**config.mk**
```make
export PLATFORM = sky130hd
export DESIGN_NAME = block_scan_sched_flat
export DESIGN_NICKNAME = d
export VERILOG_FILES = /design/src/rtl/block_scan_sched_pkg.sv /design/src/rtl/block_scan_sched_if.sv /design/src/rtl/block_scan_sched_window.sv /design/src/rtl/block_scan_sched.sv /design/src/flat_wrapper.sv
export SDC_FILE = /design/constraint.sdc
export NUM_CORES = 1
export LEC_CHECK = 0
export BUFFER_PORTS_ARGS = -buffer_cell sky130_fd_sc_hd__clkbuf_2
export CAP_MARGIN = 20
export CORE_MARGIN = 3
export CORE_UTILIZATION = 45
export CTS_BUF_LIST = sky130_fd_sc_hd__clkbuf_2
export DETAILED_ROUTE_END_ITERATION = 6
export GPL_TIMING_DRIVEN = 0
export PLACE_DENSITY = 0.77
export SYNTH_ARGS = -nofsm -noshare
export SYNTH_HDL_FRONTEND = slang
export SYNTH_SLANG_ARGS = --single-unit
```
**constraint.sdc**
```tcl
create_clock -name clk -period 5.18 [get_ports clk]
set_clock_uncertainty 0.05 [all_clocks]
set_input_delay 1.036 -clock clk [delete_from_list [all_inputs] [get_ports clk]]
set_output_delay 1.036 -clock clk [all_outputs]
set_load 0.005 [all_outputs]
```
**src/rtl/block_scan_sched_pkg.sv**
```systemverilog
// Shared encodings for the block scan sequencer: block mode codes and
// FSM state constants.
package block_scan_pkg;

  // Encodings driven on blk_mode; 2'b11 is never produced.
  localparam logic [1:0] MODE_IDLE  = 2'b00;
  localparam logic [1:0] MODE_REF   = 2'b01;
  localparam logic [1:0] MODE_BLOOM = 2'b10;

  // Sequencer states.
  typedef logic [2:0] state_t;
  localparam state_t IDLE  = 3'd0;
  localparam state_t REF   = 3'd1;
  localparam state_t GAP   = 3'd2;
  localparam state_t BLOOM = 3'd3;
  localparam state_t DONE  = 3'd4;

endpackage

```
**src/rtl/block_scan_sched_if.sv**
```systemverilog
// Controller-side handshake and block-side bus of the block scan sequencer.
// master: the sequencer's view; slave: controller plus block view.
interface block_scan_sched_if #(
  parameter int DIST_WIDTH = 14,
  parameter int CNT_WIDTH  = 8
);
  logic                  start;
  logic [DIST_WIDTH-1:0] start_dist;
  logic                  busy;
  logic                  done;
  logic                  ref_found;
  logic [DIST_WIDTH-1:0] ref_dist_o;
  logic [CNT_WIDTH-1:0]  bloom_cnt;
  logic                  err_timeout;
  logic [1:0]            blk_mode;
  logic [DIST_WIDTH-1:0] blk_distance;
  logic                  blk_contains_ref;
  logic                  blk_contains_bloom;
  logic                  blk_ref_end;
  logic                  blk_bloom_end;
  logic [DIST_WIDTH-1:0] blk_ref_dist;

  modport master (
    input  start, start_dist, blk_contains_ref, blk_contains_bloom,
           blk_ref_end, blk_bloom_end, blk_ref_dist,
    output busy, done, ref_found, ref_dist_o, bloom_cnt, err_timeout,
           blk_mode, blk_distance
  );

  modport slave (
    output start, start_dist, blk_contains_ref, blk_contains_bloom,
           blk_ref_end, blk_bloom_end, blk_ref_dist,
    input  busy, done, ref_found, ref_dist_o, bloom_cnt, err_timeout,
           blk_mode, blk_distance
  );
endinterface

```
**src/rtl/block_scan_sched_window.sv**
```systemverilog
// Bloom sweep window: lo/hi bounds around a reference distance, clamped to
// the distance range, plus a flag marking the last sweep point.
module block_scan_window #(
  parameter int DIST_WIDTH = 14,
  parameter int BLOOM_WIN  = 8
) (
  input  logic [DIST_WIDTH-1:0] ref_dist,
  input  logic [DIST_WIDTH-1:0] point,
  output logic [DIST_WIDTH-1:0] lo,
  output logic [DIST_WIDTH-1:0] hi,
  output logic                  is_last
);
  localparam logic [DIST_WIDTH-1:0] WIN_L = BLOOM_WIN[DIST_WIDTH-1:0];
  localparam logic [DIST_WIDTH-1:0] MAX_L = {DIST_WIDTH{1'b1}};

  // Clamp both window edges instead of letting them wrap around.
  always_comb begin
    if (ref_dist >= WIN_L) begin
      lo = ref_dist - WIN_L;
    end else begin
      lo = {DIST_WIDTH{1'b0}};
    end
    if (ref_dist <= (MAX_L - WIN_L)) begin
      hi = ref_dist + WIN_L;
    end else begin
      hi = MAX_L;
    end
    is_last = (point == hi);
  end
endmodule

```
**src/rtl/block_scan_sched.sv**
```systemverilog
// Block scan sequencer: reference search followed by a bloom-marking sweep
// over a clamped window around the found reference distance.
// Optional feature macro: BLOCK_SCAN_SCHED_TIMEOUT_EN (wait-for-end timeout).
module block_scan_sched
  import block_scan_pkg::*;
#(
  parameter int DIST_WIDTH = 14,
  parameter int BLOOM_WIN  = 8,
  parameter int CNT_WIDTH  = 8,
  parameter int TIMEOUT    = 64
) (
  input  logic                clk,
  input  logic                rst,
  block_scan_sched_if.master  bus
);
  localparam logic [CNT_WIDTH-1:0]  CNT_MAX_L = {CNT_WIDTH{1'b1}};
  localparam logic [DIST_WIDTH-1:0] ONE_D_L   = {{(DIST_WIDTH-1){1'b0}}, 1'b1};
  localparam logic [CNT_WIDTH-1:0]  ONE_C_L   = {{(CNT_WIDTH-1){1'b0}}, 1'b1};

  state_t                state_r;
  state_t                next_state_s;
  logic                  busy_r;
  logic                  done_r;
  logic                  ref_found_r;
  logic [DIST_WIDTH-1:0] ref_dist_r;
  logic [CNT_WIDTH-1:0]  bloom_cnt_r;
  logic                  err_timeout_r;
  logic [1:0]            blk_mode_r;
  logic [DIST_WIDTH-1:0] blk_distance_r;
  logic [DIST_WIDTH-1:0] win_ref_s;
  logic [DIST_WIDTH-1:0] lo_s;
  logic [DIST_WIDTH-1:0] hi_s;
  logic                  is_last_s;
  logic                  tmo_hit_s;

`ifdef BLOCK_SCAN_SCHED_TIMEOUT_EN
  localparam int TW = $clog2(TIMEOUT + 1);
  localparam logic [TW-1:0] TMO_LAST_L = TW'(TIMEOUT - 1);
  logic [TW-1:0] tmo_cnt_r;

  // Wait counter: runs while waiting for an *_end, zero in every other state so each entry restarts it.
  always_ff @(posedge clk) begin
    if (rst) begin
      tmo_cnt_r <= {TW{1'b0}};
    end else if ((state_r == REF) || (state_r == BLOOM)) begin
      tmo_cnt_r <= tmo_cnt_r + {{(TW-1){1'b0}}, 1'b1};
    end else begin
      tmo_cnt_r <= {TW{1'b0}};
    end
  end

  assign tmo_hit_s = ((state_r == REF) || (state_r == BLOOM)) && (tmo_cnt_r == TMO_LAST_L);
`else
  assign tmo_hit_s = 1'b0;
`endif

  // Window source: the block's live ref_dist while leaving REF, the captured one during the sweep.
  always_comb begin
    if (state_r == REF) begin
      win_ref_s = bus.blk_ref_dist;
    end else begin
      win_ref_s = ref_dist_r;
    end
  end

  block_scan_window #(
    .DIST_WIDTH (DIST_WIDTH),
    .BLOOM_WIN  (BLOOM_WIN)
  ) u_window (
    .ref_dist (win_ref_s),
    .point    (blk_distance_r),
    .lo       (lo_s),
    .hi       (hi_s),
    .is_last  (is_last_s)
  );

  // Next-state logic; an *_end takes priority over a coincident timeout.
  always_comb begin
    next_state_s = state_r;
    case (state_r)
      IDLE: begin
        if (bus.start) next_state_s = REF;
        else           next_state_s = IDLE;
      end
      REF: begin
        if (bus.blk_ref_end) begin
          if (bus.blk_contains_ref) next_state_s = GAP;
          else                      next_state_s = DONE;
        end else if (tmo_hit_s) begin
          next_state_s = DONE;
        end else begin
          next_state_s = REF;
        end
      end
      GAP: next_state_s = BLOOM;
      BLOOM: begin
        if (bus.blk_bloom_end) begin
          if (is_last_s) next_state_s = DONE;
          else           next_state_s = GAP;
        end else if (tmo_hit_s) begin
          next_state_s = DONE;
        end else begin
          next_state_s = BLOOM;
        end
      end
      DONE:    next_state_s = IDLE;
      default: next_state_s = IDLE;
    endcase
  end

  // State, registered outputs and scan results; outputs are derived from the next state so they align with it.
  always_ff @(posedge clk) begin
    if (rst) begin
      state_r        <= IDLE;
      busy_r         <= 1'b0;
      done_r         <= 1'b0;
      ref_found_r    <= 1'b0;
      ref_dist_r     <= {DIST_WIDTH{1'b0}};
      bloom_cnt_r    <= {CNT_WIDTH{1'b0}};
      err_timeout_r  <= 1'b0;
      blk_mode_r     <= MODE_IDLE;
      blk_distance_r <= {DIST_WIDTH{1'b0}};
    end else begin
      state_r <= next_state_s;
      busy_r  <= (next_state_s != IDLE);
      done_r  <= (next_state_s == DONE);
      case (next_state_s)
        REF:     blk_mode_r <= MODE_REF;
        BLOOM:   blk_mode_r <= MODE_BLOOM;
        default: blk_mode_r <= MODE_IDLE;
      endcase
      case (state_r)
        IDLE: begin
          if (bus.start) begin
            ref_found_r    <= 1'b0;
            ref_dist_r     <= {DIST_WIDTH{1'b0}};
            bloom_cnt_r    <= {CNT_WIDTH{1'b0}};
            err_timeout_r  <= 1'b0;
            blk_distance_r <= bus.start_dist;
          end
        end
        REF: begin
          if (bus.blk_ref_end) begin
            if (bus.blk_contains_ref) begin
              ref_found_r    <= 1'b1;
              ref_dist_r     <= bus.blk_ref_dist;
              blk_distance_r <= lo_s;
            end
          end else if (tmo_hit_s) begin
            err_timeout_r <= 1'b1;
          end
        end
        BLOOM: begin
          if (bus.blk_bloom_end) begin
            if (bus.blk_contains_bloom && (bloom_cnt_r != CNT_MAX_L)) begin
              bloom_cnt_r <= bloom_cnt_r + ONE_C_L;
            end
            if (!is_last_s) begin
              blk_distance_r <= blk_distance_r + ONE_D_L;
            end
          end else if (tmo_hit_s) begin
            err_timeout_r <= 1'b1;
          end
        end
        default: begin
        end
      endcase
    end
  end

  assign bus.busy         = busy_r;
  assign bus.done         = done_r;
  assign bus.ref_found    = ref_found_r;
  assign bus.ref_dist_o   = ref_dist_r;
  assign bus.bloom_cnt    = bloom_cnt_r;
`ifdef BLOCK_SCAN_SCHED_TIMEOUT_EN
  assign bus.err_timeout  = err_timeout_r;
`else
  assign bus.err_timeout  = 1'b0;
`endif
  assign bus.blk_mode     = blk_mode_r;
  assign bus.blk_distance = blk_distance_r;
endmodule
```
**src/flat_wrapper.sv**
```systemverilog
// flat-port wrapper written by rule: the top's interface ports become plain ports
module block_scan_sched_flat import block_scan_pkg::*;
#(
  parameter int DIST_WIDTH = 14,
  parameter int BLOOM_WIN  = 8,
  parameter int CNT_WIDTH  = 8,
  parameter int TIMEOUT    = 64
)
  (clk, rst, bus_start, bus_start_dist, bus_blk_contains_ref, bus_blk_contains_bloom, bus_blk_ref_end, bus_blk_bloom_end, bus_blk_ref_dist, bus_busy, bus_done, bus_ref_found, bus_ref_dist_o, bus_bloom_cnt, bus_err_timeout, bus_blk_mode, bus_blk_distance);
  block_scan_sched_if #(.DIST_WIDTH(DIST_WIDTH), .CNT_WIDTH(CNT_WIDTH)) bus_i ();
  input  logic clk;
  input  logic rst;
  input wire logic [$bits(bus_i.start)-1:0] bus_start;
  input wire logic [$bits(bus_i.start_dist)-1:0] bus_start_dist;
  input wire logic [$bits(bus_i.blk_contains_ref)-1:0] bus_blk_contains_ref;
  input wire logic [$bits(bus_i.blk_contains_bloom)-1:0] bus_blk_contains_bloom;
  input wire logic [$bits(bus_i.blk_ref_end)-1:0] bus_blk_ref_end;
  input wire logic [$bits(bus_i.blk_bloom_end)-1:0] bus_blk_bloom_end;
  input wire logic [$bits(bus_i.blk_ref_dist)-1:0] bus_blk_ref_dist;
  output wire logic [$bits(bus_i.busy)-1:0] bus_busy;
  output wire logic [$bits(bus_i.done)-1:0] bus_done;
  output wire logic [$bits(bus_i.ref_found)-1:0] bus_ref_found;
  output wire logic [$bits(bus_i.ref_dist_o)-1:0] bus_ref_dist_o;
  output wire logic [$bits(bus_i.bloom_cnt)-1:0] bus_bloom_cnt;
  output wire logic [$bits(bus_i.err_timeout)-1:0] bus_err_timeout;
  output wire logic [$bits(bus_i.blk_mode)-1:0] bus_blk_mode;
  output wire logic [$bits(bus_i.blk_distance)-1:0] bus_blk_distance;
  assign bus_i.start = bus_start;
  assign bus_i.start_dist = bus_start_dist;
  assign bus_i.blk_contains_ref = bus_blk_contains_ref;
  assign bus_i.blk_contains_bloom = bus_blk_contains_bloom;
  assign bus_i.blk_ref_end = bus_blk_ref_end;
  assign bus_i.blk_bloom_end = bus_blk_bloom_end;
  assign bus_i.blk_ref_dist = bus_blk_ref_dist;
  assign bus_busy = bus_i.busy;
  assign bus_done = bus_i.done;
  assign bus_ref_found = bus_i.ref_found;
  assign bus_ref_dist_o = bus_i.ref_dist_o;
  assign bus_bloom_cnt = bus_i.bloom_cnt;
  assign bus_err_timeout = bus_i.err_timeout;
  assign bus_blk_mode = bus_i.blk_mode;
  assign bus_blk_distance = bus_i.blk_distance;
  block_scan_sched #(.DIST_WIDTH(DIST_WIDTH), .BLOOM_WIN(BLOOM_WIN), .CNT_WIDTH(CNT_WIDTH), .TIMEOUT(TIMEOUT)) u_core (.clk(clk), .rst(rst), .bus(bus_i));
endmodule
```
**Word-level counts from Yosys, hierarchy flattened**

Cells that the tools add are included.

- Input port bits: 35
- Output and inout bits: 42
- Flip-flop bits (word level): 44
- Logic and storage cells: 65

- $add $sub $neg: 4
- Reductions and logical operators: 9
- Eq/ne operators: 14
- Magnitude comparators: 2
- Multiplexer cells: 28

Operators by type and width:

| kind | count |
|---|---|
| $mux 14 | 11 |
| $pmux 14 s3 | 1 |
| $pmux 14 s2 | 1 |
| $mux 8 | 3 |
| $pmux 8 s2 | 1 |
| $add 14x1->14 const B | 1 |
| $add 14x4->14 const B | 1 |
| $eq 14x14->1 | 1 |
| $ge 14x4->1 const B | 1 |
| $le 14x14->1 const B | 1 |
| $sub 14x4->14 const B | 1 |
| $mux 3 | 4 |
| $pmux 3 s4 | 1 |
| $ne 2x2->1 const B | 5 |
| $eq 3x2->1 const B | 3 |
| $add 8x1->8 const B | 1 |
| $ne 8x8->1 const B | 1 |
| $reduce_and 4->1 | 2 |
| $eq 3x1->1 const B | 2 |
| $reduce_and 6->1 | 1 |
| $reduce_bool 3->1 | 2 |
| $mux 1 | 4 |
| $pmux 2 s2 | 1 |
| $reduce_bool 2->1 | 2 |
| 5 further kinds | 5 |

**Longest topological paths before layout**

- Depth in word-level cells: 10
- Mapped depth: 18
- Depth with buffers taken out: 13

**By module**

A second synthesis with hierarchy kept.

- Cell total of the unflattened synthesis: 506
- Area, all modules: 3,587.2 µm²

By module, submodules not included:

| module | instances | seq. area each (µm²) | cells each | area each (µm²) |
|---|---|---|---|---|
| block_scan_sched | 1 | 880.8 | 342 | 2,533.7 |
| block_scan_window | 1 | 0.0 | 164 | 1,053.5 |

**Worst setup path before layout**

Ideal clock, no wire load.

- Kind: input-to-reg
- Start: input port bus_blk_ref_dist[3]
- End: register u_core.blk_distance_r[6] (netlist: u_core.bus.blk_distance[6])
- Path buffers: 1
- Setup time: 0.133 ns
- Path slack: 1.457 ns
- Arrival: 3.540 ns
- Data required time: 4.997 ns
- Cell stages on the path: 13
- Cell sequence: mux2i_1 > inv_1 > ha_1 > nand2_1 > mux2_2 > nor4_1 > a2111oi_2 > xor2_1 > nand4_2 > nor4_4 > buf_6 > or3_1 > a21oi_2

- Cells in the longest elaborated chain, start to end: 6
- Elaborated cells on any way between the ends: 13
- Classes of those cells: add/sub (2); order compare (2); eq/ne (2); mux (6); reduce/logical (1)

RTL lines:

| element | line | text |
|---|---|---|
| start, declared | flat_wrapper.sv:19 | `input wire logic [$bits(bus_i.blk_ref_dist)-1:0] bus_blk_ref_dist;` |
| $mux 14 (*) | block_scan_sched.sv:59 | `if (state_r == REF) begin` |
| $add 14x4->14 (tied with other cells) | block_scan_sched_window.sv:24 | `hi = ref_dist + WIN_L;` |
| $mux 14 (on tied branches) | block_scan_sched_window.sv:23, block_scan_sched_window.sv:18 |  |
| $eq 14x14->1 or $mux 14 (tied branches) | block_scan_sched_window.sv:28, block_scan_sched.sv:144 |  |
| $ne 2x2->1 (no line) or $mux 14 (tied branches) | n/a |  |
| $reduce_and 6->1 (no line) or $pmux 14 s3 (tied branches) | n/a |  |
| end signal, assigned | block_scan_sched.sv:122 | `blk_distance_r <= {DIST_WIDTH{1'b0}};` |
| end signal, assigned | block_scan_sched.sv:139 | `blk_distance_r <= bus.start_dist;` |
| end signal, assigned | block_scan_sched.sv:147 | `blk_distance_r <= lo_s;` |
| end, declared | block_scan_sched.sv:29 | `logic [DIST_WIDTH-1:0] blk_distance_r;` |

Every way passes the cells marked *; elsewhere a longest branch is shown, timed or not. The select of a mux whose other input is x is not followed.
A chain may end at the register's enable or synchronous reset.

**Final worst setup path**

- Start: register u_core.state_r[1]
- End: register u_core.blk_distance_r[0] (netlist: u_core.bus.blk_distance[0])

- Cells in the longest elaborated chain, start to end: 7
- Elaborated cells on any way between the ends: 21
- Classes of those cells: add/sub (2); order compare (2); eq/ne (8); mux (6); reduce/logical (3)

RTL lines:

| element | line | text |
|---|---|---|
| start, declared | block_scan_sched.sv:20 | `state_t state_r;` |
| start signal, assigned | block_scan_sched.sv:124 | `state_r <= next_state_s;` |
| $eq 3x1->1 | n/a |  |
| $mux 14 | block_scan_sched.sv:59 |  |
| $add 14x4->14 (tied with other cells) | block_scan_sched_window.sv:24 |  |
| $mux 14 (on tied branches) | block_scan_sched_window.sv:23, block_scan_sched_window.sv:18 |  |
| $eq 14x14->1 or $mux 14 (tied branches) | block_scan_sched_window.sv:28, block_scan_sched.sv:144 |  |
| $ne 2x2->1 (no line) or $mux 14 (tied branches) | n/a |  |
| $reduce_and 6->1 (no line) or $pmux 14 s3 (tied branches) | n/a |  |

Parallel ways exist; a longest one is shown, timed or not. The select of a mux whose other input is x is not followed.

==> run summary <==
The run finished with clean final reports. The tools report the final-report hold violation count as 0. The mean number of vias per cell came out at 6.09. Dominant synthesized flop cell: sky130_fd_sc_hd__dfxtp_1.

The first global-routing pass estimated 18.5 mm of wire. The classification of the worst setup path is flip-flop to flip-flop. In this run the cell area of the synthesized design comes to 0.00362 sq mm. The total negative slack for setup checks is 0 ps, and the total wire length is 11.8 mm. Remaining routing DRC violations: 0.

The number of hold-repair buffers added at the cts stage came out at 0. The slowest cell on the critical path is sky130_fd_sc_hd__nor4_4. The count of nets left with antenna violations once routing finished came out at 0. The number of enable-type register cells in the synthesized netlist is 0, and the count of final max-slew check failures is 0. The placed wire-length estimate after detailed placement was 9.06 mm.

The worst hold path class is flip-flop to flip-flop. The post-layout net count was 590; the synthesized netlist cell count was 470. Setup repair after global routing left no endpoint under its margin.

The transition time at the pin with the least slew margin came out at 755 ps. The die is 95.7 um wide. The part of the Yosys area used for sequential elements came out at 0.243. The die boundary height was 95.7 um. The worst setup path is launched from a flip-flop.

Including well taps, the total number of placed cells is 646. The detailed-route wire length per cell works out to 18.1 um. In the layout the commonest cells are sky130_fd_sc_hd__clkbuf_2 (79), sky130_fd_sc_hd__nand2_1 (49), sky130_fd_sc_hd__dfxtp_1 (44). In this design, the stage delay of the slowest critical-path cell is 620 ps.

When the netlist entered floorplanning its net count stood at 509. The full die area is 0.00917 sq mm, and the worst vdd rail ir drop is 0.141 mV. Final setup violation count: 0.

The initialized floorplan defines 32 standard-cell rows. The async set-reset flop share out of synthesis was 0. After floorplanning, the core was sized to cover 0.00777 sq mm. In this run, post-CTS repair resized a total of 0 instances. For the worst slack on hold paths, the log shows 449 ps.

The library cell used most frequently in the layout, excluding fill and tap cells, is sky130_fd_sc_hd__clkbuf_2. Entering global routing, the biggest net connects 15 pins. The finished layout holds 654 standard cells, fillers aside. The first detailed-routing pass ran for 6 iterations. The tools report the master cell of the clock root buffer as sky130_fd_sc_hd__clkbuf_2.

Distinct cell type count of the synthesized netlist: 73. Residual overflow from global routing: 0. The share of post-route cells with drive strength above 1 came out at 0.219.

The initial antenna violation count is 0, and the global-route usage over all layers is 0.259. In this run the tool buffered the top-level ports with 74 buffer cells. The tool flagged a number of max-cap violations equal to 0. Counting the fill cells in the layout gives 784. For the worst setup path, the data required time is 5510 ps. The run gives 4780 ps as the data arrival time of the critical path. The total power draw is 903 uW. Based on the critical path, the design can be clocked at up to 225 MHz. The worst setup path is captured at a flip-flop.

H-tree level count: 2. TritonCTS created 5 clock buffers. The number of top-level pins is 77, and the number of setup buffers added after CTS is 0. In this run the static leakage power is 1.61 nW. In this design, the largest share of critical-path delay is due to simple AND/OR/NAND/NOR gates. The number of buffers and inverters on the critical path is 5. The tools report the clock network latency to the later pin of the worst-skew pair as 430 ps.

The effective utilization at floorplan came out at 0.466. The routed layout has 3980 vias. The routed design could run at a clock period as short as 4450 ps.

For this design the ratio of total power to cell area is 217 mW/mm^2. After clock tree synthesis, the clock-pin slew on the worst setup and hold paths is 240 ps. The Yosys warning count is 0. Synthesis inferred 44 register bits. Relative to the synthesized area, the layout overhead comes to 15.0%.

Along the worst path, the maximum fanout reaches 10. The buffer depth of the longest clock path came out at 2. The period utilization was 0.858; the antenna diode instance count was 0.

In this run, the number of DRC markers left after iteration 0 of detailed routing was 317. The average instance in the mapped netlist occupies 7.71 sq um. TritonCTS built the clock tree.

The max-slew headroom at the worst pin was 0.494. The number of global-route vias before repair is 3679, and the final weighted congestion of routability-driven global placement is 0.924. The signal on the critical path passes through buf_6 -> nor3b_2 -> buf_6 -> buf_4 -> buf_2 -> nand2_1 -> nand2_1 -> ha_1 -> nand2_1 -> mux2_2 -> o21a_1 -> a2111oi_2 -> xor2_1 -> nand4_2 -> nor4_4 -> buf_6 -> o21ai_1 -> a21oi_2.

The CTS sink count came out at 44.
## stage by stage
| step | area [sq um] | worst slack (ps) | utilization |
|---|---|---|---|
| floorplan | 3620 | 1460 | - |
| global placement | 4120 | 667 | 0.531 |
| detailed placement | 4120 | 668 | 0.531 |
| CTS | 4170 | 766 | 0.536 |
| global route | 4170 | 451 | 0.536 |
| finish | 4170 | 733 | 0.536 |
## Yosys cell counts, types with 4 or more instances
library cell,n,area (sq um)
sky130_fd_sc_hd__nor2_1,27,101
sky130_fd_sc_hd__or3_1,22,138
sky130_fd_sc_hd__clkbuf_1,22,82.6
sky130_fd_sc_hd__nand3_1,35,175
sky130_fd_sc_hd__o21ai_1,15,75.1
sky130_fd_sc_hd__o211ai_1,4,30.0
sky130_fd_sc_hd__and2_1,8,50.1
sky130_fd_sc_hd__nor4_1,6,37.5
sky130_fd_sc_hd__ha_1,4,50.1
sky130_fd_sc_hd__and3_1,6,37.5
sky130_fd_sc_hd__nand2_1,49,184
sky130_fd_sc_hd__nor3_1,10,50.1
sky130_fd_sc_hd__mux2_2,4,45.0
sky130_fd_sc_hd__o21ai_0,15,75.1
sky130_fd_sc_hd__nand4_1,6,37.5
sky130_fd_sc_hd__buf_6,5,56.3
sky130_fd_sc_hd__mux2i_1,10,100
sky130_fd_sc_hd__a21oi_1,29,145
sky130_fd_sc_hd__a221o_1,8,80.1
sky130_fd_sc_hd__xor2_1,17,149
sky130_fd_sc_hd__a21oi_2,6,52.6
sky130_fd_sc_hd__a222oi_1,5,50.1
sky130_fd_sc_hd__inv_1,11,41.3
sky130_fd_sc_hd__and4_1,5,43.8
sky130_fd_sc_hd__a31oi_1,4,25.0
sky130_fd_sc_hd__xnor2_1,20,175
sky130_fd_sc_hd__dfxtp_1,44,881
sky130_fd_sc_hd__buf_4,5,37.5
## logic make-up (layout without fill, tap and decap cells)
| family | after synthesis | count (layout) | share of synthesized area |
|---|---|---|---|
| buffers and inverters | 46 | 128 | 0.0642 |
| AO/OA/AOI/OAI | 119 | 119 | 0.234 |
| adder cells (fa/ha/maj) | 4 | 4 | 0.0138 |
| other | 1 | 1 | 0.00103 |
| multiplexers | 16 | 16 | 0.0473 |
| XOR/XNOR | 37 | 37 | 0.0894 |
| flip-flops | 44 | 44 | 0.243 |
| AND/OR/NAND/NOR | 203 | 203 | 0.307 |
## layer usage
layer  part of all wire  vias to the layer above  GRT usage
li1                   -                     1895          -
met1               0.42                     1882      0.335
met2               0.48                      174      0.437
met3              0.073                       29     0.0399
met4              0.030                        0     0.0900
met5                  0                        -          0
## where the power goes
part / internal [mW] / switching (mW)
clock: 0.0328 / 0.121
sequential: 0.360 / 0.0317
combinational: 0.146 / 0.211
## registers in the layout (all words and copies together), names as in the netlist
name	flops
u_core.bus.busy	1
u_core.bus.ref_found	1
u_core.bus.ref_dist_o	14
u_core.state_r	3
u_core.bus.done	1
u_core.bus.blk_mode	2
u_core.bus.bloom_cnt	8
u_core.bus.blk_distance	14
## path summary, 6_finish.rpt
kind                       startpoint                    endpoint  slack (ps)  cells after the start
max reg2reg         u_core.state_r[1]  u_core.bus.blk_distance[0]         730                     18
min          u_core.bus.ref_dist_o[1]    u_core.bus.ref_dist_o[1]         450                      2
min reg2reg  u_core.bus.ref_dist_o[1]    u_core.bus.ref_dist_o[1]         450                      2
max                 u_core.state_r[1]  u_core.bus.blk_distance[0]         730                     18
## tightest hold or removal path, cell delays in order (launching register included)
cell	delay (ps)
sky130_fd_sc_hd__dfxtp_1	380
sky130_fd_sc_hd__nand2_1	60
sky130_fd_sc_hd__a21oi_1	50
## cell type report
type                            count  area (sq um)  share of cell area
Inverter                           11          41.3             0.00991
Clock inverter                      3          18.8             0.00451
Sequential cell                    44           881               0.211
Tap cell                          102           128              0.0306
Buffer                             35           191              0.0460
Multi-Input combinational cell    380          2510               0.603
Clock buffer                        5          25.0             0.00601
Timing Repair Buffer               74           370              0.0889
No activity file was read; power rests on OpenSTA's default activity.
